===== config.mk =====
export PLATFORM = sky130hd
export DESIGN_NAME = snn_window_scheduler_flat
export DESIGN_NICKNAME = d
export VERILOG_FILES = /design/src/rtl/snn_window_scheduler_pkg.sv /design/src/rtl/snn_window_scheduler_if.sv /design/src/rtl/snn_refrac_timer.sv /design/src/rtl/snn_window_scheduler.sv /design/src/flat_wrapper.sv
export SDC_FILE = /design/constraint.sdc
export NUM_CORES = 1
export LEC_CHECK = 0
export BUFFER_PORTS_ARGS = -buffer_cell sky130_fd_sc_hd__buf_2
export CORE_MARGIN = 5
export CORE_UTILIZATION = 55
export CTS_CLUSTER_DIAMETER = 120
export DETAILED_ROUTE_END_ITERATION = 16
export HOLD_SLACK_MARGIN = 0.08
export PLACE_DENSITY = 0.76
export REMOVE_ABC_BUFFERS = 1
export SLEW_MARGIN = 40
export SYNTH_ARGS = -nofsm -noshare
export SYNTH_HDL_FRONTEND = slang
export SYNTH_SLANG_ARGS = --single-unit

===== constraint.sdc =====
create_clock -name clk -period 2.53 [get_ports clk]
set_input_delay 0.253 -clock clk [delete_from_list [all_inputs] [get_ports clk]]
set_output_delay 0.253 -clock clk [all_outputs]
set_load 0.01 [all_outputs]

===== src/rtl/snn_window_scheduler_pkg.sv =====
// Shared types and default timing for the SNN window scheduler.
package snn_sched_pkg;
   typedef enum logic [2:0] {IDLE, CLEAR, ENCODE, INTEGRATE, SAMPLE, SCAN, RESULT} state_t;

   localparam int DEF_N_OUT         = 4;
   localparam int DEF_ENCODE_TIME   = 23;
   localparam int DEF_T_WINDOW      = 250;
   localparam int DEF_CNT_W         = 8;
   localparam int DEF_REFRAC_CYCLES = 50;

   typedef logic [DEF_CNT_W-1:0] spike_cnt_t;

   function automatic int max_int(input int a, input int b);
      return (a > b) ? a : b;
   endfunction
endpackage


===== src/rtl/snn_window_scheduler_if.sv =====
// Handshake and neuron-array control bundle; slave = scheduler side, master = controller/array side.
interface snn_window_scheduler_if #(
   parameter int N_OUT = 4,
   parameter int CNT_W = 8
);
   localparam int IDX_W = $clog2(N_OUT);

   logic                start;
   logic [N_OUT-1:0]    out_spike;
   logic                neuron_rst;
   logic                enc_en;
   logic [N_OUT-1:0]    neuron_en;
   logic                busy;
   logic                result_valid;
   logic                result_ready;
   logic [IDX_W-1:0]    winner_idx;
   logic [CNT_W-1:0]    winner_cnt;
   logic                no_spike;

   modport slave (
      input  start, out_spike, result_ready,
      output neuron_rst, enc_en, neuron_en, busy, result_valid, winner_idx, winner_cnt, no_spike
   );

   modport master (
      output start, out_spike, result_ready,
      input  neuron_rst, enc_en, neuron_en, busy, result_valid, winner_idx, winner_cnt, no_spike
   );
endinterface


===== src/rtl/snn_refrac_timer.sv =====
// Per-neuron refractory down-counter; mask reflects the count that will hold after this edge.
module snn_refrac_timer #(
   parameter int REFRAC_CYCLES = 50
) (
   input  logic clk,
   input  logic rst,
   input  logic clear,
   input  logic load,
   input  logic tick,
   output logic mask
);
   localparam int W = $clog2(REFRAC_CYCLES + 1);

   logic [W-1:0] cnt, cnt_n;

   always_comb begin
      cnt_n = cnt;
      if (clear)                   cnt_n = '0;
      else if (load)               cnt_n = W'(REFRAC_CYCLES);
      else if (tick && cnt != '0)  cnt_n = cnt - 1'b1;
   end

   always_ff @(posedge clk or posedge rst)
      if (rst) cnt <= '0;
      else     cnt <= cnt_n;

   // Look-ahead so the registered neuron_en lines up with the loaded count.
   assign mask = (cnt_n != '0);
endmodule


===== src/rtl/snn_window_scheduler.sv =====
// One SNN classification window: clear, encode, integrate, count spikes, scan for argmax.
// Refractory masking is enabled with SNN_SCHED_REFRACTORY_EN.
module snn_window_scheduler
   import snn_sched_pkg::*;
#(
   parameter int N_OUT         = DEF_N_OUT,
   parameter int ENCODE_TIME   = DEF_ENCODE_TIME,
   parameter int T_WINDOW      = DEF_T_WINDOW,
   parameter int CNT_W         = DEF_CNT_W,
   parameter int REFRAC_CYCLES = DEF_REFRAC_CYCLES
) (
   input  logic                  clk,
   input  logic                  rst,
   snn_window_scheduler_if.slave bus
);
   localparam int IDX_W = $clog2(N_OUT);
   localparam int WIN_W = $clog2(max_int(ENCODE_TIME, T_WINDOW) + 1);
   localparam logic [CNT_W-1:0] CNT_MAX = '1;

   state_t                      state, state_n;
   logic [WIN_W-1:0]            win_cnt;
   logic [IDX_W-1:0]            scan_idx, best_idx, cand_idx;
   logic [CNT_W-1:0]            best_cnt, cand_cnt;
   logic [N_OUT-1:0][CNT_W-1:0] cnt;
   logic [N_OUT-1:0]            mask, neuron_en_n;
   logic                        win_end, scan_last, sample_en;
   logic                        neuron_rst_n, enc_en_n, busy_n, valid_n;

   assign win_end   = (win_cnt == '0);
   assign scan_last = (scan_idx == IDX_W'(N_OUT - 1));
   // out_spike is registered one cycle late: skip the first INTEGRATE cycle, add SAMPLE.
   assign sample_en = (state == INTEGRATE && win_cnt != WIN_W'(T_WINDOW - 1)) || state == SAMPLE;

   always_ff @(posedge clk or posedge rst)
      if (rst) state <= IDLE;
      else     state <= state_n;

   always_comb begin
      state_n = state;
      case (state)
         IDLE:      if (bus.start)        state_n = CLEAR;
         CLEAR:                           state_n = ENCODE;
         ENCODE:    if (win_end)          state_n = INTEGRATE;
         INTEGRATE: if (win_end)          state_n = SAMPLE;
         SAMPLE:                          state_n = SCAN;
         SCAN:      if (scan_last)        state_n = RESULT;
         RESULT:    if (bus.result_ready) state_n = IDLE;
         default:                         state_n = IDLE;
      endcase
   end

   always_comb begin
      neuron_rst_n = (state_n == CLEAR);
      enc_en_n     = (state_n == ENCODE) || (state_n == INTEGRATE);
      neuron_en_n  = (state_n == INTEGRATE) ? ~mask : '0;
      busy_n       = (state_n != IDLE);
      valid_n      = (state_n == RESULT);
   end

   always_ff @(posedge clk or posedge rst)
      if (rst) win_cnt <= '0;
      else if (state_n != state) begin
         case (state_n)
            ENCODE:    win_cnt <= WIN_W'(ENCODE_TIME - 1);
            INTEGRATE: win_cnt <= WIN_W'(T_WINDOW - 1);
            default:   win_cnt <= '0;
         endcase
      end else if (!win_end) win_cnt <= win_cnt - 1'b1;

   always_ff @(posedge clk or posedge rst)
      if (rst) cnt <= '0;
      else if (state == CLEAR) cnt <= '0;
      else if (sample_en)
         for (int i = 0; i < N_OUT; i++)
            if (bus.out_spike[i] && cnt[i] != CNT_MAX) cnt[i] <= cnt[i] + 1'b1;

   // Single shared comparator; strict '>' keeps the lowest index on ties.
   always_comb begin
      cand_cnt = best_cnt;
      cand_idx = best_idx;
      if (cnt[scan_idx] > best_cnt) begin
         cand_cnt = cnt[scan_idx];
         cand_idx = scan_idx;
      end
   end

   always_ff @(posedge clk or posedge rst)
      if (rst) begin
         scan_idx <= '0;
         best_idx <= '0;
         best_cnt <= '0;
      end else if (state == SAMPLE) begin
         scan_idx <= '0;
         best_idx <= '0;
         best_cnt <= '0;
      end else if (state == SCAN) begin
         best_idx <= cand_idx;
         best_cnt <= cand_cnt;
         if (!scan_last) scan_idx <= scan_idx + 1'b1;
      end

`ifdef SNN_SCHED_REFRACTORY_EN
   for (genvar i = 0; i < N_OUT; i++) begin : g_refrac
      snn_refrac_timer #(.REFRAC_CYCLES(REFRAC_CYCLES)) u_timer (
         .clk   (clk),
         .rst   (rst),
         .clear (state == CLEAR),
         .load  (sample_en && bus.out_spike[i]),
         .tick  (state == INTEGRATE),
         .mask  (mask[i])
      );
   end
`else
   assign mask = '0;
`endif

   always_ff @(posedge clk or posedge rst)
      if (rst) begin
         bus.neuron_rst   <= 1'b0;
         bus.enc_en       <= 1'b0;
         bus.neuron_en    <= '0;
         bus.busy         <= 1'b0;
         bus.result_valid <= 1'b0;
         bus.winner_idx   <= '0;
         bus.winner_cnt   <= '0;
         bus.no_spike     <= 1'b0;
      end else begin
         bus.neuron_rst   <= neuron_rst_n;
         bus.enc_en       <= enc_en_n;
         bus.neuron_en    <= neuron_en_n;
         bus.busy         <= busy_n;
         bus.result_valid <= valid_n;
         if (state == SCAN && scan_last) begin
            bus.winner_idx <= cand_idx;
            bus.winner_cnt <= cand_cnt;
            bus.no_spike   <= (cand_cnt == '0);
         end
      end
endmodule


===== src/flat_wrapper.sv =====
// flat-port wrapper written by rule: the top's interface ports become plain ports
module snn_window_scheduler_flat import snn_sched_pkg::*;
#(
   parameter int N_OUT         = DEF_N_OUT,
   parameter int ENCODE_TIME   = DEF_ENCODE_TIME,
   parameter int T_WINDOW      = DEF_T_WINDOW,
   parameter int CNT_W         = DEF_CNT_W,
   parameter int REFRAC_CYCLES = DEF_REFRAC_CYCLES
)
  (clk, rst, bus_start, bus_out_spike, bus_result_ready, bus_neuron_rst, bus_enc_en, bus_neuron_en, bus_busy, bus_result_valid, bus_winner_idx, bus_winner_cnt, bus_no_spike);
  snn_window_scheduler_if #(.N_OUT(N_OUT), .CNT_W(CNT_W)) bus_i ();
  input  logic clk;
  input  logic rst;
  input wire logic [$bits(bus_i.start)-1:0] bus_start;
  input wire logic [$bits(bus_i.out_spike)-1:0] bus_out_spike;
  input wire logic [$bits(bus_i.result_ready)-1:0] bus_result_ready;
  output wire logic [$bits(bus_i.neuron_rst)-1:0] bus_neuron_rst;
  output wire logic [$bits(bus_i.enc_en)-1:0] bus_enc_en;
  output wire logic [$bits(bus_i.neuron_en)-1:0] bus_neuron_en;
  output wire logic [$bits(bus_i.busy)-1:0] bus_busy;
  output wire logic [$bits(bus_i.result_valid)-1:0] bus_result_valid;
  output wire logic [$bits(bus_i.winner_idx)-1:0] bus_winner_idx;
  output wire logic [$bits(bus_i.winner_cnt)-1:0] bus_winner_cnt;
  output wire logic [$bits(bus_i.no_spike)-1:0] bus_no_spike;
  assign bus_i.start = bus_start;
  assign bus_i.out_spike = bus_out_spike;
  assign bus_i.result_ready = bus_result_ready;
  assign bus_neuron_rst = bus_i.neuron_rst;
  assign bus_enc_en = bus_i.enc_en;
  assign bus_neuron_en = bus_i.neuron_en;
  assign bus_busy = bus_i.busy;
  assign bus_result_valid = bus_i.result_valid;
  assign bus_winner_idx = bus_i.winner_idx;
  assign bus_winner_cnt = bus_i.winner_cnt;
  assign bus_no_spike = bus_i.no_spike;
  snn_window_scheduler #(.N_OUT(N_OUT), .ENCODE_TIME(ENCODE_TIME), .T_WINDOW(T_WINDOW), .CNT_W(CNT_W), .REFRAC_CYCLES(REFRAC_CYCLES)) u_core (.clk(clk), .rst(rst), .bus(bus_i));
endmodule

== After elaboration in Yosys (flattened, before gate mapping) ==
Cells that the tools add are included.

* Register bits after elaboration: 74
* Word-level logic and storage cells: 94

* Reduce and logical (&&, ||, !) cells: 23
* Add/sub/neg operators: 6
* Multiplexer cells: 27
* Eq/ne operators: 19
* Magnitude comparators: 2

{| class="wikitable"
|+ Operator list
! cell !! number
|-
| 2-to-1 mux 8 bit || 10
|-
| 2-to-1 mux 32 bit || 2
|-
| != test 8 bit, second input constant || 5
|-
| adder 8 x 1 -> 8 bit, second input constant || 4
|-
| case mux 3 bit (7 select lines) || 1
|-
| binary-select mux 8 bit (select 2 bit) || 1
|-
| zero test 8 bit || 2
|-
| case mux 8 bit (2 select lines) || 1
|-
| 2-to-1 mux 3 bit || 5
|-
| == test 3 x 2 -> 1 bit, second input constant || 4
|-
| == test 3 bit, second input constant || 4
|-
| 2-to-1 mux 2 bit || 6
|-
| nonzero test 2 bit || 6
|-
| AND reduction 2 bit || 5
|-
| > comparator 8 bit || 1
|-
| subtractor 8 x 1 -> 8 bit, second input constant || 1
|-
| == test 3 x 1 -> 1 bit, second input constant || 2
|-
| logical AND 1 bit || 6
|-
| 2-to-1 mux 4 bit || 1
|-
| != test 2 bit, second input constant || 2
|-
| zero test 3 bit || 1
|-
| less-than comparator 2 x 3 -> 1 bit, second input constant || 1
|-
| != test 3 bit || 1
|-
| nonzero test 3 bit || 1
|-
| other kinds (3) || 4
|}

== Depth between registers and ports, before layout ==
Gate-level depths: netlist (run 1).

* Word-level depth: 6
* Mapped depth: 10

== Worst setup path after synthesis (run 1) ==
Ideal clock, no wire load.

* Path kind: reg2reg
* Start: register u_core.scan_idx[0]
* End: register u_core.best_cnt[0]
* Data required time: 2.462 ns
* Slack: -0.032 ns
* Arrival time: 2.495 ns
* Setup time: 0.068 ns
* Cell stages (with the launch flop): 9
* Path through: dfrtp_1 buf_6 mux4_1 ha_1 nand4_1 nor2b_1 o21ai_0 a21oi_1 a22o_1

* Word-level cells in the longest chain between the ends: 6

{| class="wikitable"
|+ RTL lines
! element !! RTL line !! text
|-
| start, declared || snn_window_scheduler.sv:22 || <nowiki>logic [IDX_W-1:0] scan_idx, best_idx, cand_idx;</nowiki>
|-
| start signal, assigned || snn_window_scheduler.sv:99 || <nowiki>if (!scan_last) scan_idx <= scan_idx + 1'b1;</nowiki>
|-
| binary-select mux 8 bit (select 2 bit) * || snn_window_scheduler.sv:81, snn_window_scheduler.sv:82 ||
|-
| 2-to-1 mux 8 bit (not written as such) * || snn_window_scheduler.sv:81, snn_window_scheduler.sv:82 ||
|-
| > comparator 8 bit || snn_window_scheduler.sv:81 || <nowiki>if (cnt[scan_idx] > best_cnt) begin</nowiki>
|-
| 2-to-1 mux 8 bit * || snn_window_scheduler.sv:81 ||
|-
| 2-to-1 mux 8 bit * || snn_window_scheduler.sv:96 || <nowiki>end else if (state == SCAN) begin</nowiki>
|-
| 2-to-1 mux 8 bit * || snn_window_scheduler.sv:92 || <nowiki>end else if (state == SAMPLE) begin</nowiki>
|-
| end signal, assigned || snn_window_scheduler.sv:98 || <nowiki>best_cnt <= cand_cnt;</nowiki>
|-
| end, declared || snn_window_scheduler.sv:23 || <nowiki>logic [CNT_W-1:0] best_cnt, cand_cnt;</nowiki>
|}

Mark *: on every way between the ends. The rest lies on a longest branch, timed or not. The select of a mux whose other input is x is not followed.
A chain may end at the register's enable or synchronous reset.

== Final worst setup path (run 1) ==
* Start: register u_core.scan_idx[0]
* End: register u_core.best_cnt[5]

Same word-level chain as after synthesis.

==> impl_metrics.py, run 1 <==
metrics = {
    "run_status": {
        "status": "finished with violations",
        "failed_checks": "negative setup slack",
    },
    "floorplan": {
        "die_h_um": 96.4,
        "dieArea_mm2": 0.00929,
        "fp-row-count": 31,
        "io_pins": 27,
        "start_util": 0.566,
        "core_mm2": 0.00725,
        "die_w_um": 96.4,
    },
    "setup_path": {
        "crit_type": "reg -> reg",
        "max_stage_delay_ps": 540,
        "worstPathCellList": "buf_6 -> mux4_2 -> ha_4 -> nand4_1 -> o21a_2 -> o31ai_4 -> buf_12 -> a22o_1",
        "crit_arrival_ps": 2910,
        "critical_path_required_ps": 2820,
        "setup.worst_path.start": "u_core.scan_idx[0]",
        "cp_slowest_cell": "mux4_2",
        "cp-start-kind": "flop",
        "r2r-start": "u_core.scan_idx[0]",
        "cp-end-kind": "flop",
        "critPathMaxFanout": 10,
    },
    "logic_synthesis": {
        "synthTopCellsByArea": "dfrtp_1 (43%), ha_1 (4.6%), nor2_1 (3.5%), o21ai_0 (3.3%), xnor2_1 (3.2%)",
        "yosysWarnings": 0,
        "yosysTopAreaCell": "dfrtp_1",
        "yosysUniqueCellTypes": 62,
        "yosys-top-cells-count": "dfrtp_1 (71), nor2_1 (38), o21ai_0 (27), nand2_1 (26), nand3_1 (21)",
        "ys_ff_latch": 71,
        "synth_area_per_cell_um2": 10.2,
        "synth_top_cell_area_share": 0.433,
        "async_flop_share": 1.00,
        "syn_area_mm2": 0.00410,
        "synth-edff-count": 0,
        "syn_inst": 401,
        "synth-seq-area-share": 0.433,
        "synth.most_common_cell": "dfrtp_1",
        "yosys_most_used_dff": "dfrtp_1",
    },
    "global_routing": {
        "track_usage": 0.234,
        "grt_start_max_net_pins": 41,
        "first_global_vias": 3379,
        "grt_first_pass_wirelength_um": 16600,
        "overflow": 0,
        "antenna_found_initial": 0,
    },
    "pwr": {
        "power_density_mw_per_mm2": 1230,
        "power_mw": 6.27,
        "p_leak_nw": 2.28,
        "vdd_drop_max_uv": 504,
    },
    "placed_design": {
        "dp_hpwl_um": 7040,
        "gp_congestion": 0.876,
        "portBuffers": 26,
        "place_area_mm2": 0.00462,
    },
    "routing": {
        "drt_iter0_markers": 179,
        "routed_wl_um": 9990,
        "avgRoutedWirePerCell_um": 17.3,
        "route.detailed.drc": 0,
        "dr.pass1.iters": 4,
        "vias": 3439,
        "avgViaCountPerCell": 5.94,
        "ant_nets": 0,
    },
    "timing": {
        "finalHoldViolCount": 0,
        "setup_tns_ps": -1150,
        "worst_slew_pin_slew_ps": 712,
        "hold_slack_ps": 143,
        "max_freq_ghz": 0.382,
        "max-slew-margin-rel": 0.525,
        "finalSetupViolCount": 20,
        "fin_worst_skew_ps": 9.13,
        "period_minus_slack_ps": 2620,
        "drv_slew": 0,
        "worst_slack_ps": -86.9,
        "fin_crit_sh": 1.03,
        "rsz0062_at_grt": "yes",
    },
    "clocking": {
        "cts_root_buffer": "clkbuf_8",
        "cts_num_sinks": 71,
        "insertion_delay_ps": 350,
        "numCtsBuffers": 9,
        "htreeDepth": 3,
        "cts_tree": "yes",
        "clk_path_buf_depth": 2,
        "cts.clk_slew.worst_paths_ps": 80,
    },
    "layout": {
        "layout-drive-gt1-share": 0.300,
        "area_growth_pct": 24.1,
        "final_area_mm2": 0.00509,
        "fin_nets": 498,
        "antenna_cells": 0,
    },
    "worst_hold_path": {
        "hold_path.class": "in -> reg",
        "hp-start": "bus_start",
    },
    "flow_run": {
        "drv_cap": 0,
    },
}
repair_timing:
item,CTS,global route
setup buffers,1,6
hold buffers,1,0
pin swaps,1,17
hold endpoints to repair,31,0
cloned,0,1
endpoints found under the setup margin,21,21
resized for setup,13,31
worst max-delay path: cells and delay by family (launching register included):
kind | cells | cell delay, ps
compound gates | 3 | 740
mux | 1 | 540
flops | 1 | 460
fa+ha+maj | 1 | 290
simple gates | 1 | 220
buf+inv | 2 | 290
final timing paths:
path,endpoint,slack [ps],depth (start not counted)
max,u_core.best_cnt[5],-90,8
min,u_core.bus.neuron_rst,140,2
max reg2reg,u_core.best_cnt[5],-90,8
min reg2reg,u_core.bus.no_spike,510,1
max in group asynchronous,u_core.scan_idx[0],1290,4
min in group asynchronous,u_core.state[1],560,3
power breakdown:
group | total [mW] | switching [mW] | internal, mW
sequential | 1.88 | 0.386 | 1.49
clock | 1.05 | 0.459 | 0.587
combinational | 3.34 | 1.69 | 1.65
per-layer routing:
| layer | share of wire | GRT usage | vias to the layer above |
|---|---|---|---|
| met5 | 0 | 0 | - |
| met4 | 0.018 | 0.0993 | 0 |
| met3 | 0.053 | 0.0391 | 20 |
| met2 | 0.48 | 0.365 | 107 |
| met1 | 0.45 | 0.322 | 1666 |
| li1 | - | - | 1646 |
stage by stage:
step	setup slack [ps]	std cells	util
2_1_floorplan	-740	382	-
3_3_place_gp	-198	554	0.637
3_5_place_dp	-375	554	0.637
4_1_cts	-40.6	572	0.675
5_1_grt	-204	579	0.702
6_report	-86.9	579	0.702
flip-flops by register name (all words and copies together), names as in the netlist:
name and cells:
u_core.bus.winner_cnt 8, u_core.best_idx 2, u_core.bus.busy 1, u_core.state 3, u_core.bus.neuron_en 1, u_core.scan_idx 2, u_core.bus.result_valid 1, u_core.bus.enc_en 1
u_core.best_cnt 8, u_core.win_cnt 8, u_core.cnt 32, u_core.bus.no_spike 1, u_core.bus.winner_idx 2, u_core.bus.neuron_rst 1
final cells by class:
type | count | area [µm²]
multi-input combinational | 293 | 2280
inverter | 18 | 67.6
clock buffer | 10 | 138
clock inverter | 6 | 92.6
timing repair buffer | 82 | 608
fill | 542 | 2160
sequential | 71 | 1780
tap | 99 | 124
logic make-up (layout without fill, tap and decap cells):
family                     after synthesis  count (layout)  synth area share
muxes                                   20              20            0.0772
buffers and inverters                   37             116            0.0427
adders and majority gates               15              15            0.0457
xor gates and xnor gates                16              16            0.0342
and+or+nand+nor                        133             133             0.168
AOI/OAI and AO/OA                      109             109             0.199
DFF                                     71              71             0.433
placed cells by master, fill, tap and decap left out, types with 4 or more instances in the layout:
master    netlist  layout
dfrtp_1        71      70
buf_4           4      45
nor2_1         38      38
nand2_1        26      26
buf_2           5      26
nand3_1        21      18
o21ai_0        27      17
inv_1          17      16
xnor2_1        15      15
a21oi_1        15      14
nand4_1        11      11
a22o_1         11      11
a31oi_1        11      11
mux2i_1        11      11
ha_1           15      10
clkbuf_8        0      10
o21ai_1         2       8
buf_6           2       8
mux4_2          4       6
a211oi_1        6       6
nor3_1          6       5
o31ai_1         5       5
ha_4            0       5
a21oi_2         3       4
and3_1          4       4
Power figures use the tool's default switching activity.
==> inputs of run 2 (changes only) <==
- ABC_AREA: default -> 1
==> impl_metrics.py, run 2 <==
metrics = {
    "timing": {
        "rsz0062_at_grt": "yes",
        "setup_tns_ps": 0,
        "worst_slack_ps": 113,
        "fin_crit_sh": 0.955,
        "max-slew-margin-rel": 0.747,
        "drv_slew": 0,
        "finalSetupViolCount": 0,
        "fin_worst_skew_ps": 10.6,
        "worst_slew_pin_slew_ps": 379,
        "finalHoldViolCount": 0,
        "max_freq_ghz": 0.414,
        "period_minus_slack_ps": 2420,
    },
    "clocking": {
        "cts_tree": "yes",
        "cts_root_buffer": "clkbuf_8",
        "cts.clk_slew.worst_paths_ps": 70,
        "insertion_delay_ps": 350,
        "cts_num_sinks": 71,
        "htreeDepth": 3,
        "numCtsBuffers": 9,
        "clk_path_buf_depth": 2,
    },
    "layout": {
        "fin_nets": 576,
        "top_register": "u_core.cnt",
        "area_growth_pct": 13.1,
        "layout_common_cells": "nand2_1 (122), dfrtp_1 (70), inv_1 (62)",
        "layout-drive-gt1-share": 0.167,
        "largest_reg_flops": 32,
        "fin_cells": 656,
        "final_area_mm2": 0.00459,
        "antenna_cells": 0,
        "layout.cells.most_common": "nand2_1",
    },
    "logic_synthesis": {
        "synth_area_per_cell_um2": 7.90,
        "synthTopCellsByArea": "dfrtp_1 (44%), nand2_1 (12%), inv_1 (5.9%), o21ai_0 (4.8%), ha_1 (4.6%)",
        "yosysTopAreaCell": "dfrtp_1",
        "synth_top_cell_area_share": 0.438,
        "synth-edff-count": 0,
        "async_flop_share": 1.00,
        "yosysUniqueCellTypes": 37,
        "syn_inst": 514,
        "yosys-top-cells-count": "nand2_1 (128), dfrtp_1 (71), inv_1 (64), o21ai_0 (39), nor2_1 (31)",
        "ys_ff_latch": 71,
        "yosysWarnings": 0,
        "synth-seq-area-share": 0.438,
        "synth.most_common_cell": "nand2_1",
        "yosys_most_used_dff": "dfrtp_1",
        "syn_area_mm2": 0.00406,
    },
    "flow_run": {
        "drv_cap": 0,
    },
    "worst_hold_path": {
        "hold_path.class": "in -> reg",
    },
    "placed_design": {
        "gp_congestion": 0.961,
        "place_ws_ps": -22.5,
        "portBuffers": 26,
        "dp_hpwl_um": 6660,
        "placed_cells": 636,
        "place_area_mm2": 0.00435,
    },
    "setup_path": {
        "crit_arrival_ps": 2650,
        "critPathTopFamily": "simple AND/OR/NAND/NOR gates",
        "crit_top_cell": "nand2_1",
        "max_stage_delay_ps": 440,
        "critical_path_required_ps": 2760,
        "critPathMaxFanout": 12,
        "cp_slowest_cell": "dfrtp_2",
        "worstPathCellList": "buf_4 -> a21oi_1 -> o21ai_0 -> nand2_1 -> inv_1 -> ha_1 -> nand2_1 -> nand2_1 -> nand2_1 -> nand2_1 -> nand2_1 -> nand2_2 -> nand2_4 -> buf_4 -> o21ai_0 -> o21ai_0",
        "cp-end-kind": "flop",
        "crit_type": "reg -> reg",
        "crit_buf_inv": 3,
        "cp-start-kind": "flop",
    },
    "floorplan": {
        "core_mm2": 0.00721,
        "die_w_um": 95.9,
        "start_util": 0.563,
        "io_pins": 27,
        "fp-row-count": 31,
        "die_h_um": 95.9,
        "dieArea_mm2": 0.00920,
    },
    "global_routing": {
        "grt_start_max_net_pins": 72,
        "first_global_vias": 3377,
        "track_usage": 0.219,
        "grt_first_pass_wirelength_um": 15600,
        "overflow": 0,
        "antenna_found_initial": 0,
    },
    "routing": {
        "route.detailed.drc": 0,
        "routed_wl_um": 9130,
        "dr.pass1.iters": 4,
        "avgRoutedWirePerCell_um": 13.9,
        "drt_iter0_markers": 251,
        "vias": 3505,
        "ant_nets": 0,
        "avgViaCountPerCell": 5.34,
    },
    "run_status": {
        "status": "completed",
    },
}
run 2: cell count changes after synthesis, sizes merged, moves of 8 or more:
cell / delta
o21ai: +12
nand2: +104
nand3: +14
xnor2: -8
xor2: +15
a22o: -10
mux4: -8
inv: +54
mux2i: -11
a31oi: -8
run 2: cell type report:
| class | instances | area (µm²) |
|---|---|---|
| tap | 99 | 124 |
| sequential | 71 | 1780 |
| fill | 637 | 2620 |
| inverter | 73 | 278 |
| clock buffer | 10 | 138 |
| timing repair buffer | 42 | 285 |
| multi-input combinational | 356 | 1960 |
| clock inverter | 5 | 25.0 |
run 2: worst register-to-register path, cell delays in order, from the launching register on:
cell	delay (ps)
dfrtp_2	440
buf_4	170
a21oi_1	130
o21ai_0	110
nand2_1	130
inv_1	60
ha_1	300
nand2_1	60
nand2_1	60
nand2_1	50
nand2_1	50
nand2_1	60
nand2_2	100
nand2_4	110
buf_4	170
o21ai_0	220
o21ai_0	110
run 2: worst paths after layout:
check                                          from                       end  slack, ps  cells after the start
setup / recovery                 u_core.scan_idx[0]  u_core.bus.winner_idx[0]        110                     16
hold / removal                     bus_result_ready   u_core.bus.result_valid        240                      4
setup reg to reg                 u_core.scan_idx[0]  u_core.bus.winner_idx[0]        110                     16
hold reg to reg            u_core.bus.winner_idx[0]  u_core.bus.winner_idx[0]        480                      2
max in group asynchronous                       rst        u_core.scan_idx[0]       1700                      4
min in group asynchronous                       rst         u_core.win_cnt[5]        510                      4
run 2: layer usage:
metal,vias up,wire length (µm),track usage
met4,0,206,0.102
met5,-,0,0
met1,1655,4220,0.299
met3,22,350,0.0430
li1,1754,-,-
met2,74,4350,0.337
run 2: timing repair:
action / in CTS / in global routing
endpoints found under the setup margin: 3 / 21
pin swaps: 0 / 1
hold buffers: 1 / 0
buffers inserted: 0 / 4
hold endpoints to repair: 71 / 0
gates resized for setup: 1 / 16
run 2: cell families after synthesis:
logic type                 after synthesis  share of synthesized area
DFF                                     71                      0.438
adders and majority gates               15                     0.0462
xor gates and xnor gates                23                     0.0496
AOI/OAI and AO/OA                       90                      0.125
buffers and inverters                   87                     0.0857
and+or+nand+nor                        228                      0.256
run 2: stage by stage:
step / util / hold WS [ps]
after global placement: 0.603 / 363
final: 0.636 / 237
after floorplan: - / 461
after CTS: 0.627 / 218
after global routing: 0.636 / 227
after detailed placement: 0.603 / 364
Power of run 2 is left out: the tool's default activity adds up to more than one toggle a clock period on the data nets, which glitch-free logic cannot reach.
